$ cat src/rtl/pipeline_hazard_ctrl_pkg.sv
// pipeline_hazard_ctrl_pkg: shared types and constants for the hazard controller
package pipeline_hazard_ctrl_pkg;
  localparam int REG_ADDR_W = 5;
  localparam int DEF_MUL_LAT = 3;
  localparam logic [REG_ADDR_W-1:0] X0 = '0;
  typedef enum logic {
    RUN      = 1'b0,
    MUL_WAIT = 1'b1
  } state_e;
endpackage

$ cat src/rtl/pipeline_hazard_ctrl_hazard_match.sv
// pipeline_hazard_ctrl_hazard_match: load-use detector, decode sources vs EX load destination
module pipeline_hazard_ctrl_hazard_match
  import pipeline_hazard_ctrl_pkg::*;
(
  input  logic [REG_ADDR_W-1:0] rs1_i,
  input  logic [REG_ADDR_W-1:0] rs2_i,
  input  logic                  use_rs1_i,
  input  logic                  use_rs2_i,
  input  logic [REG_ADDR_W-1:0] rd_i,
  input  logic                  load_i,
  output logic                  ldu_o
);
  logic hit1, hit2;
  // x0 is never a real producer, so a load targeting it cannot create a hazard
  always_comb begin
    hit1  = use_rs1_i && rs1_i == rd_i;
    hit2  = use_rs2_i && rs2_i == rd_i;
    ldu_o = load_i && rd_i != X0 && (hit1 || hit2);
  end
endmodule

$ cat src/rtl/pipeline_hazard_ctrl.sv
// pipeline_hazard_ctrl: stall/flush scheduler for the 5-stage pipeline; HAZ_PERF_CNT_EN adds stall_cnt/flush_cnt
module pipeline_hazard_ctrl
  import pipeline_hazard_ctrl_pkg::*;
#(
  parameter int MUL_LAT = DEF_MUL_LAT
`ifdef HAZ_PERF_CNT_EN
  ,
  parameter int CNT_W = 32
`endif
) (
  input  logic                  clk,
  input  logic                  rst,
  input  logic                  enable,
  input  logic [REG_ADDR_W-1:0] id_rs1,
  input  logic [REG_ADDR_W-1:0] id_rs2,
  input  logic                  id_use_rs1,
  input  logic                  id_use_rs2,
  input  logic [REG_ADDR_W-1:0] ex_rd,
  input  logic                  ex_mem_read,
  input  logic                  ex_is_mul,
  input  logic                  mem_redirect,
  output logic                  pc_en,
  output logic                  if_id_en,
  output logic                  id_ex_en,
  output logic                  ex_mem_en,
  output logic                  if_id_flush,
  output logic                  id_ex_bubble,
  output logic                  ex_mem_bubble,
  output logic                  mul_busy
`ifdef HAZ_PERF_CNT_EN
  ,
  output logic [CNT_W-1:0]      stall_cnt,
  output logic [CNT_W-1:0]      flush_cnt
`endif
);
  localparam int CW = MUL_LAT > 2 ? $clog2(MUL_LAT - 1) : 1;
  localparam int LOAD = MUL_LAT > 1 ? MUL_LAT - 2 : 0;
  localparam logic MUL_STALLS = MUL_LAT > 1;
  state_e state_q, state_d;
  logic [CW-1:0] cnt_q, cnt_d;
  logic ldu, run, mul_stall;
  pipeline_hazard_ctrl_hazard_match u_match (
    .rs1_i     (id_rs1),
    .rs2_i     (id_rs2),
    .use_rs1_i (id_use_rs1),
    .use_rs2_i (id_use_rs2),
    .rd_i      (ex_rd),
    .load_i    (ex_mem_read),
    .ldu_o     (ldu)
  );
  // state and remaining-stall counter; frozen while the pipeline is disabled
  always_ff @(posedge clk) begin
    if (rst) begin
      state_q <= RUN;
      cnt_q   <= '0;
    end else if (enable) begin
      state_q <= state_d;
      cnt_q   <= cnt_d;
    end
  end
  // redirect beats multiply stall, multiply stall beats load-use; cnt_q counts stall cycles still owed after this one
  always_comb begin
    run = !rst && enable;
    mul_stall = (state_q == RUN && ex_is_mul && MUL_STALLS) || (state_q == MUL_WAIT && cnt_q != '0);
    state_d = state_q;
    cnt_d = cnt_q;
    pc_en = 1'b0;
    if_id_en = 1'b0;
    id_ex_en = 1'b0;
    ex_mem_en = 1'b0;
    if_id_flush = 1'b0;
    id_ex_bubble = 1'b0;
    ex_mem_bubble = 1'b0;
    mul_busy = 1'b0;
    if (run && mem_redirect) begin
      {pc_en, if_id_en, id_ex_en, ex_mem_en} = 4'b1111;
      {if_id_flush, id_ex_bubble, ex_mem_bubble} = 3'b111;
      state_d = RUN;
      cnt_d = '0;
    end else if (run && mul_stall) begin
      ex_mem_en = 1'b1;
      ex_mem_bubble = 1'b1;
      mul_busy = 1'b1;
      state_d = MUL_WAIT;
      cnt_d = state_q == RUN ? CW'(LOAD) : cnt_q - CW'(1);
    end else if (run) begin
      pc_en = !ldu;
      if_id_en = !ldu;
      id_ex_en = 1'b1;
      ex_mem_en = 1'b1;
      id_ex_bubble = ldu;
      state_d = RUN;
      cnt_d = '0;
    end
  end
`ifdef HAZ_PERF_CNT_EN
  logic [CNT_W-1:0] stall_q, flush_q;
  // free-running wrap-around event counters for stalled and redirected cycles
  always_ff @(posedge clk) begin
    if (rst) begin
      stall_q <= '0;
      flush_q <= '0;
    end else if (enable) begin
      stall_q <= pc_en ? stall_q : stall_q + CNT_W'(1);
      flush_q <= mem_redirect ? flush_q + CNT_W'(1) : flush_q;
    end
  end
  assign stall_cnt = stall_q;
  assign flush_cnt = flush_q;
`endif
endmodule

$ cat config.mk
export PLATFORM = sky130hd
export DESIGN_NAME = pipeline_hazard_ctrl
export DESIGN_NICKNAME = d
export VERILOG_FILES = /design/src/rtl/pipeline_hazard_ctrl_pkg.sv /design/src/rtl/pipeline_hazard_ctrl_hazard_match.sv /design/src/rtl/pipeline_hazard_ctrl.sv
export SDC_FILE = /design/constraint.sdc
export NUM_CORES = 1
export LEC_CHECK = 0
export BUFFER_PORTS_ARGS = -buffer_cell sky130_fd_sc_hd__buf_2
export CAP_MARGIN = 20
export CORE_AREA = 2 2 39 41
export DETAILED_ROUTE_END_ITERATION = 16
export DIE_AREA = 0 0 41 43
export HOLD_SLACK_MARGIN = 0.12
export PLACE_DENSITY_LB_ADDON = 0.2
export SLEW_MARGIN = 20
export SYNTH_ARGS = -nofsm -noshare
export SYNTH_HDL_FRONTEND = slang
export SYNTH_HIERARCHICAL = 1
export SYNTH_SLANG_ARGS = --single-unit
$ cat constraint.sdc
create_clock -name clk -period 1.9 [get_ports clk]
set_input_delay 0.38 -clock clk [delete_from_list [all_inputs] [get_ports clk]]
set_output_delay 0.38 -clock clk [all_outputs]
set_load 0.02 [all_outputs]
==> flow_summary_export.csv, run 1 <==
group,metric,value,unit
outcome,outcome,"finished, violations left",
outcome,violations,"setup timing",
synthesis,postSynthCellCount,40,
detailed_routing,wl_per_cell,9.22,um
floorplan,die_h,43,um
setup_path,crit_slowest_cell,"nor4_2",
run,max_cap_viol_count,0,
detailed_routing,wirelength_met1,324,um
setup_path,cp.required,1.52,ns
timing,timing.final.crit_period,1.94,ns
clock_network,cts_tree,"yes",
detailed_routing,vias,379,
placed_design,hpwl,686,um
timing,finalHoldViolCount,0,
power_and_ir_drop,vdd.ir_drop.worst,0.162,mV
global_route,grt_max_degree,7,
synthesis,synth_nets,63,
clock_network,cts_max_path_buffers,2,
power_and_ir_drop,p_leak,0.285,nW
global_route,antenna_found_initial,0,
detailed_routing,drtPass1Iterations,4,
detailed_routing,wl_met3,104,um
clock_network,postCtsSetupBuffers,0,
worst_hold_path,hold_class,"in2reg",
synthesis,syn_area,285,sq um
detailed_routing,dr_wl_met2,401,um
detailed_routing,drcViolationCount,0,
synthesis,syn_area_per_cell,7.13,sq um
detailed_routing,via_per_inst,4.21,
clock_network,cts_buffers,3,
clock_network,cts_root_buf,"clkbuf_4",
setup_path,worstPathMaxFanout,2,
floorplan,boundaryPins,31,
power_and_ir_drop,total_power,0.243,mW
synthesis,yosysWarnings,6,
global_route,grt_use_total,9.62,%
final_layout,utilization,41.0,%
clock_network,htree_levels,1,
global_route,grt_pass1_wl,1180,um
timing,max_slew_margin,77.8,%
global_route,grt_pass1_vias,346,
setup_path,path_cells,"buf_6 > xor2_2 > nor4_2 > nand3_1 > a21oi_2 > nor2_1 > nor2_1 > buf_4",
detailed_routing,drt_iter0_drc,2,
floorplan,die-area,1760,sq um
synthesis,ys_dominant_reg_cell,"dfxtp_1",
timing,setup_violations,1,
setup_path,endpoint_kind,"primary output",
setup_path,path_class,"in2out",
timing,clock_skew,0.00456,ns
clock_network,path_clk_slew,0.03,ns
final_layout,nets,99,
timing,fmax,0.517,GHz
detailed_routing,wl,830,um
synthesis,synthArstFlopShare,0,%
setup_path,max_stage_delay,0.27,ns
synthesis,synth_cell_types,20,
timing,grt_setup_unrepaired,"yes",
setup_path,worstSetupStartpointType,"primary input",
timing,min_period_over_period,102,%
clock_network,clock_sinks,2,
timing,slew_violations,0,
setup_path,path_common_cell,"nor2_1",
floorplan,initial_core_util,20.6,%
final_layout,n_antenna_cell,0,
global_route,grt_overflow,0,
synthesis,ys_seq_area_share,14.0,%
timing,setup_slack,-0.0360,ns
power_and_ir_drop,powerDensity,429,nW/um^2
placed_design,finalWeightedCongestion,0.565,
placed_design,place.port_buffers,30,
floorplan,rows,14,
detailed_routing,highest_layer,"met3",
setup_path,arrival,1.56,ns
final_layout,drive_gt1_share,54.1,%
detailed_routing,ant_nets,0,
synthesis,synth_edf_count,0,
final_layout,syn_to_final_growth,98.7,%
clock_network,insertion_delay,0.22,ns
synthesis,ys_seq_elements,2,
floorplan,die_w,41,um
floorplan,core,1380,sq um
timing,worst_slew_pin_slew,0.324,ns
-- synth_stat cells (2+ instances only) --
cell / count / share of area, %
inv_1: 4 / 5.3
dfxtp_1: 2 / 14
nand3_1: 3 / 5.3
a21oi_1: 4 / 7.0
xnor2_1: 2 / 6.1
nor2_1: 4 / 5.3
xor2_1: 8 / 25
-- cells in the final DEF, fill, tap and decap left out, drive strengths merged --
master	count
inv	4
nand2b	1
nor3	1
nor2b	1
nor4	2
xor2	8
clkbuf	3
dfxtp	2
nand3	3
xnor2	2
a21oi	5
o21ai	3
nor2	4
nand2	1
buf	32
mux2i	1
or4	1
-- routing by layer --
layer  vias up  global-route usage [%]
met2        25                    17.8
met4         0                    2.00
met5         -                       0
met1       151                    9.58
li1        203                       -
met3         0                    3.14
-- state kept, by name (all words and copies together) (netlist names) --
signal,count
cnt_q,1
state_q,1
-- report_power, final --
group | switching, mW | internal, mW
clock | 0.0234 | 0.0697
sequential | 0.00130 | 0.0440
combinational | 0.0492 | 0.0557
total | 0.0739 | 0.169
-- final cells by class --
cell class | count | area, sq um
clock buffer | 3 | 22.5
multi-input combinational | 33 | 241
fill | 145 | 817
tap | 16 | 20.0
timing repair buffer | 32 | 228
inverter | 4 | 15.0
sequential | 2 | 40.0
-- final timing paths --
| path | startpoint | endpoint | slack, ns | cells past startpoint |
|---|---|---|---|---|
| worst max-delay path | id_rs1[1] | id_ex_bubble | -0.04 | 8 |
| worst min-delay path | rst | cnt_q | 0.35 | 2 |
| worst max register to register | cnt_q | state_q | 1.11 | 3 |
| worst min register to register | cnt_q | cnt_q | 0.47 | 2 |
-- worst max-delay path, delay by kind of cell --
kind,cells,cell delay (ns)
AND/OR/NAND/NOR,4,0.56
AO/OA/AOI/OAI,1,0.22
buffers and inverters,2,0.25
XOR/XNOR,1,0.17
-- cell families after synthesis --
logic type             after synthesis  share of synthesized area (%)
AO/OA/AOI/OAI                        8                           16.7
XOR/XNOR                            10                           30.7
buffers and inverters                5                           7.89
flip-flops                           2                           14.0
multiplexers                         1                           3.51
AND/OR/NAND/NOR                     14                           27.2
-- stage by stage --
stage / hold WS, ns / TNS [ns] / worst slack (ns) / instances / instance area, sq um
6_report: 0.352 / -0.0360 / -0.0360 / 90 / 567
5_1_grt: 0.348 / -0.234 / -0.144 / 90 / 567
4_1_cts: 0.338 / -0.0212 / -0.0212 / 90 / 547
3_5_place_dp: 0.466 / -0.149 / -0.0783 / 87 / 474
3_3_place_gp: 0.463 / -0.175 / -0.0909 / 87 / 474
2_1_floorplan: 0.438 / 0 / 0.0332 / 40 / 297
-- timing repair --
item / in CTS / in global routing
endpoints found under the setup margin: 3 / 3
resized for setup: 13 / 4
pin swaps: 11 / 7
hold buffers: 0 / 0
Note: power is estimated with default switching activity, not from simulation.
==> inputs of run 2 (changes only) <==
- clock period: 1.9 -> 2.2 ns (I/O delays scaled with it)
==> run 2 against run 1 <==
- the flow now finishes without violations
- via count fell by 0.26%
- setup slack improved by 0.16 ns
- non-clock buffer count fell by 2
- critical path depth did not move
- first-iteration DRC count fell by 50%
- power fell by 21%
- die area did not move
- cell area fell by 16%
- global-route usage fell by 0.62 points
- sequential share of layout area rose by 1.4 points
- wire length fell by 9.2%
- critical endpoint unchanged
==> flow_summary_export.csv, run 2 (synthesized netlist as in run 1, its figures left out) <==
group,metric,value,unit
outcome,outcome,"finished, final reports clean",
run,max_cap_viol_count,0,
setup_path,arrival,1.63,ns
power_and_ir_drop,powerDensity,407,nW/um^2
final_layout,fin_cells,88,
clock_network,postCtsSetupBuffers,0,
power_and_ir_drop,p_sw_share,31.7,%
timing,max_slew_margin,80.2,%
placed_design,hpwl,674,um
final_layout,mostFrequentLayoutCells,"buf_2 (30), xor2_1 (8), inv_1 (4), nor2_1 (4)",
final_layout,fillers,161,
placed_design,finalWeightedCongestion,0.639,
floorplan,rows,14,
timing,slew_violations,0,
power_and_ir_drop,p_sw,0.0612,mW
clock_network,cts_max_path_buffers,2,
floorplan,core,1380,sq um
detailed_routing,drtPass1Iterations,2,
setup_path,cp.required,1.76,ns
floorplan,initial_core_util,20.6,%
final_layout,nets,97,
floorplan,die_h,43,um
detailed_routing,via_per_inst,4.30,
global_route,grt_use_total,9.00,%
floorplan,die-area,1760,sq um
floorplan,die_w,41,um
final_layout,multi_input_area,226,sq um
timing,timing.final.crit_period,2.07,ns
final_layout,syn_to_final_growth,66.2,%
final_layout,drive_gt1_share,51.4,%
timing,finalSetupTns,0,ns
clock_network,clock_sinks,2,
clock_network,path_clk_slew,0.03,ns
detailed_routing,wl_per_cell,8.57,um
power_and_ir_drop,vdd.ir_drop.worst,0.140,mV
detailed_routing,wl,754,um
power_and_ir_drop,comb_power_share,37.6,%
power_and_ir_drop,power_frac_seq,20.3,%
setup_path,endpoint_kind,"primary output",
setup_path,path_class,"in2out",
placed_design,place.port_buffers,30,
detailed_routing,ant_nets,0,
clock_network,postCtsHoldBufs,0,
detailed_routing,drt_iter0_drc,1,
power_and_ir_drop,intPower,0.132,mW
clock_network,cts_tree,"yes",
floorplan,boundaryPins,31,
global_route,grt_overflow,0,
detailed_routing,drcViolationCount,0,
placed_design,placedCellCount,85,
power_and_ir_drop,power_frac_clock,42.1,%
clock_network,cts_root_buf,"clkbuf_4",
final_layout,n_antenna_cell,0,
timing,grt_setup_unrepaired,"no",
final_layout,top_regs,"cnt_q: 1 flops, state_q: 1 flops",
timing,clock_skew,0.00539,ns
timing,setup_violations,0,
worst_hold_path,hold_class,"in2reg",
clock_network,cts_buffers,3,
timing,finalHoldViolCount,0,
setup_path,worstPathMaxFanout,3,
clock_network,htree_levels,1,
detailed_routing,vias,378,
power_and_ir_drop,p_leak,0.254,nW
timing,fmax,0.483,GHz
global_route,grt_pass1_vias,316,
power_and_ir_drop,total_power,0.193,mW
clock_network,insertion_delay,0.23,ns
global_route,grt_max_degree,7,
global_route,grt_pass1_wl,1090,um
global_route,antenna_found_initial,0,
timing,min_period_over_period,94.1,%
final_layout,layout.cells.most_common,"buf_2",
timing,worst_slew_pin_slew,0.288,ns
setup_path,worstSetupStartpointType,"primary input",
final_layout,ff_latch_area,40.0,sq um
run 2: changes by cell type in the layout (fill, tap and decap cells not counted), sizes merged:
cell,change
buf,-2
run 2: worst paths after layout:
| check | startpoint | end | slack, ns | cells past startpoint |
|---|---|---|---|---|
| hold / removal | rst | state_q | 0.39 | 2 |
| setup / recovery | ex_rd[2] | id_ex_bubble | 0.13 | 8 |
| hold reg to reg | cnt_q | cnt_q | 0.47 | 2 |
| setup reg to reg | cnt_q | state_q | 1.44 | 3 |
run 2: metal layers:
layer	up-vias	GRT usage, %	wire length [um]
met3	0	3.14	104
met1	154	10.2	298
met4	0	4.00	0
met2	26	14.4	351
li1	198	-	-
met5	-	0	0
run 2: what timing repair did:
item / CTS / global route
setup endpoints to repair: 0 / 1
resized for setup: 0 / 1
endpoints found under the hold margin: 0 / 0
run 2: area by class of cell:
class | instances | share of cell area (%)
Multi-Input combinational cell | 33 | 47.8
Timing Repair Buffer | 30 | 31.7
Sequential cell | 2 | 8.44
Clock buffer | 3 | 4.75
Tap cell | 16 | 4.22
Inverter | 4 | 3.17
run 2: through the flow:
| stage | area (sq um) | hold slack, ns | util, % | worst slack (ns) |
|---|---|---|---|---|
| CTS | 470 | 0.387 | 34.0 | 0.0573 |
| global route | 474 | 0.397 | 34.3 | 0.0362 |
| floorplan | 285 | 0.438 | - | 0.148 |
| finish | 474 | 0.392 | 34.3 | 0.129 |
| global placement | 448 | 0.468 | 32.4 | 0.0648 |
| detailed placement | 448 | 0.473 | 32.4 | 0.0592 |
run 2: power groups by stage:
stage               clock, mW  combinational [mW]  sequential, mW
global route           0.0918              0.0793          0.0392
global placement            0              0.0736          0.0396
CTS                    0.0852              0.0736          0.0391
detailed placement          0              0.0735          0.0396
finish                 0.0813              0.0727          0.0391
floorplan                   0              0.0389          0.0393
run 2: critical path, cell delays in order:
cell	delay [ns]
buf_2	0.12
xor2_1	0.16
nor4_1	0.29
nand3_1	0.14
a21oi_2	0.18
nor2_1	0.05
nor2_1	0.09
buf_2	0.16
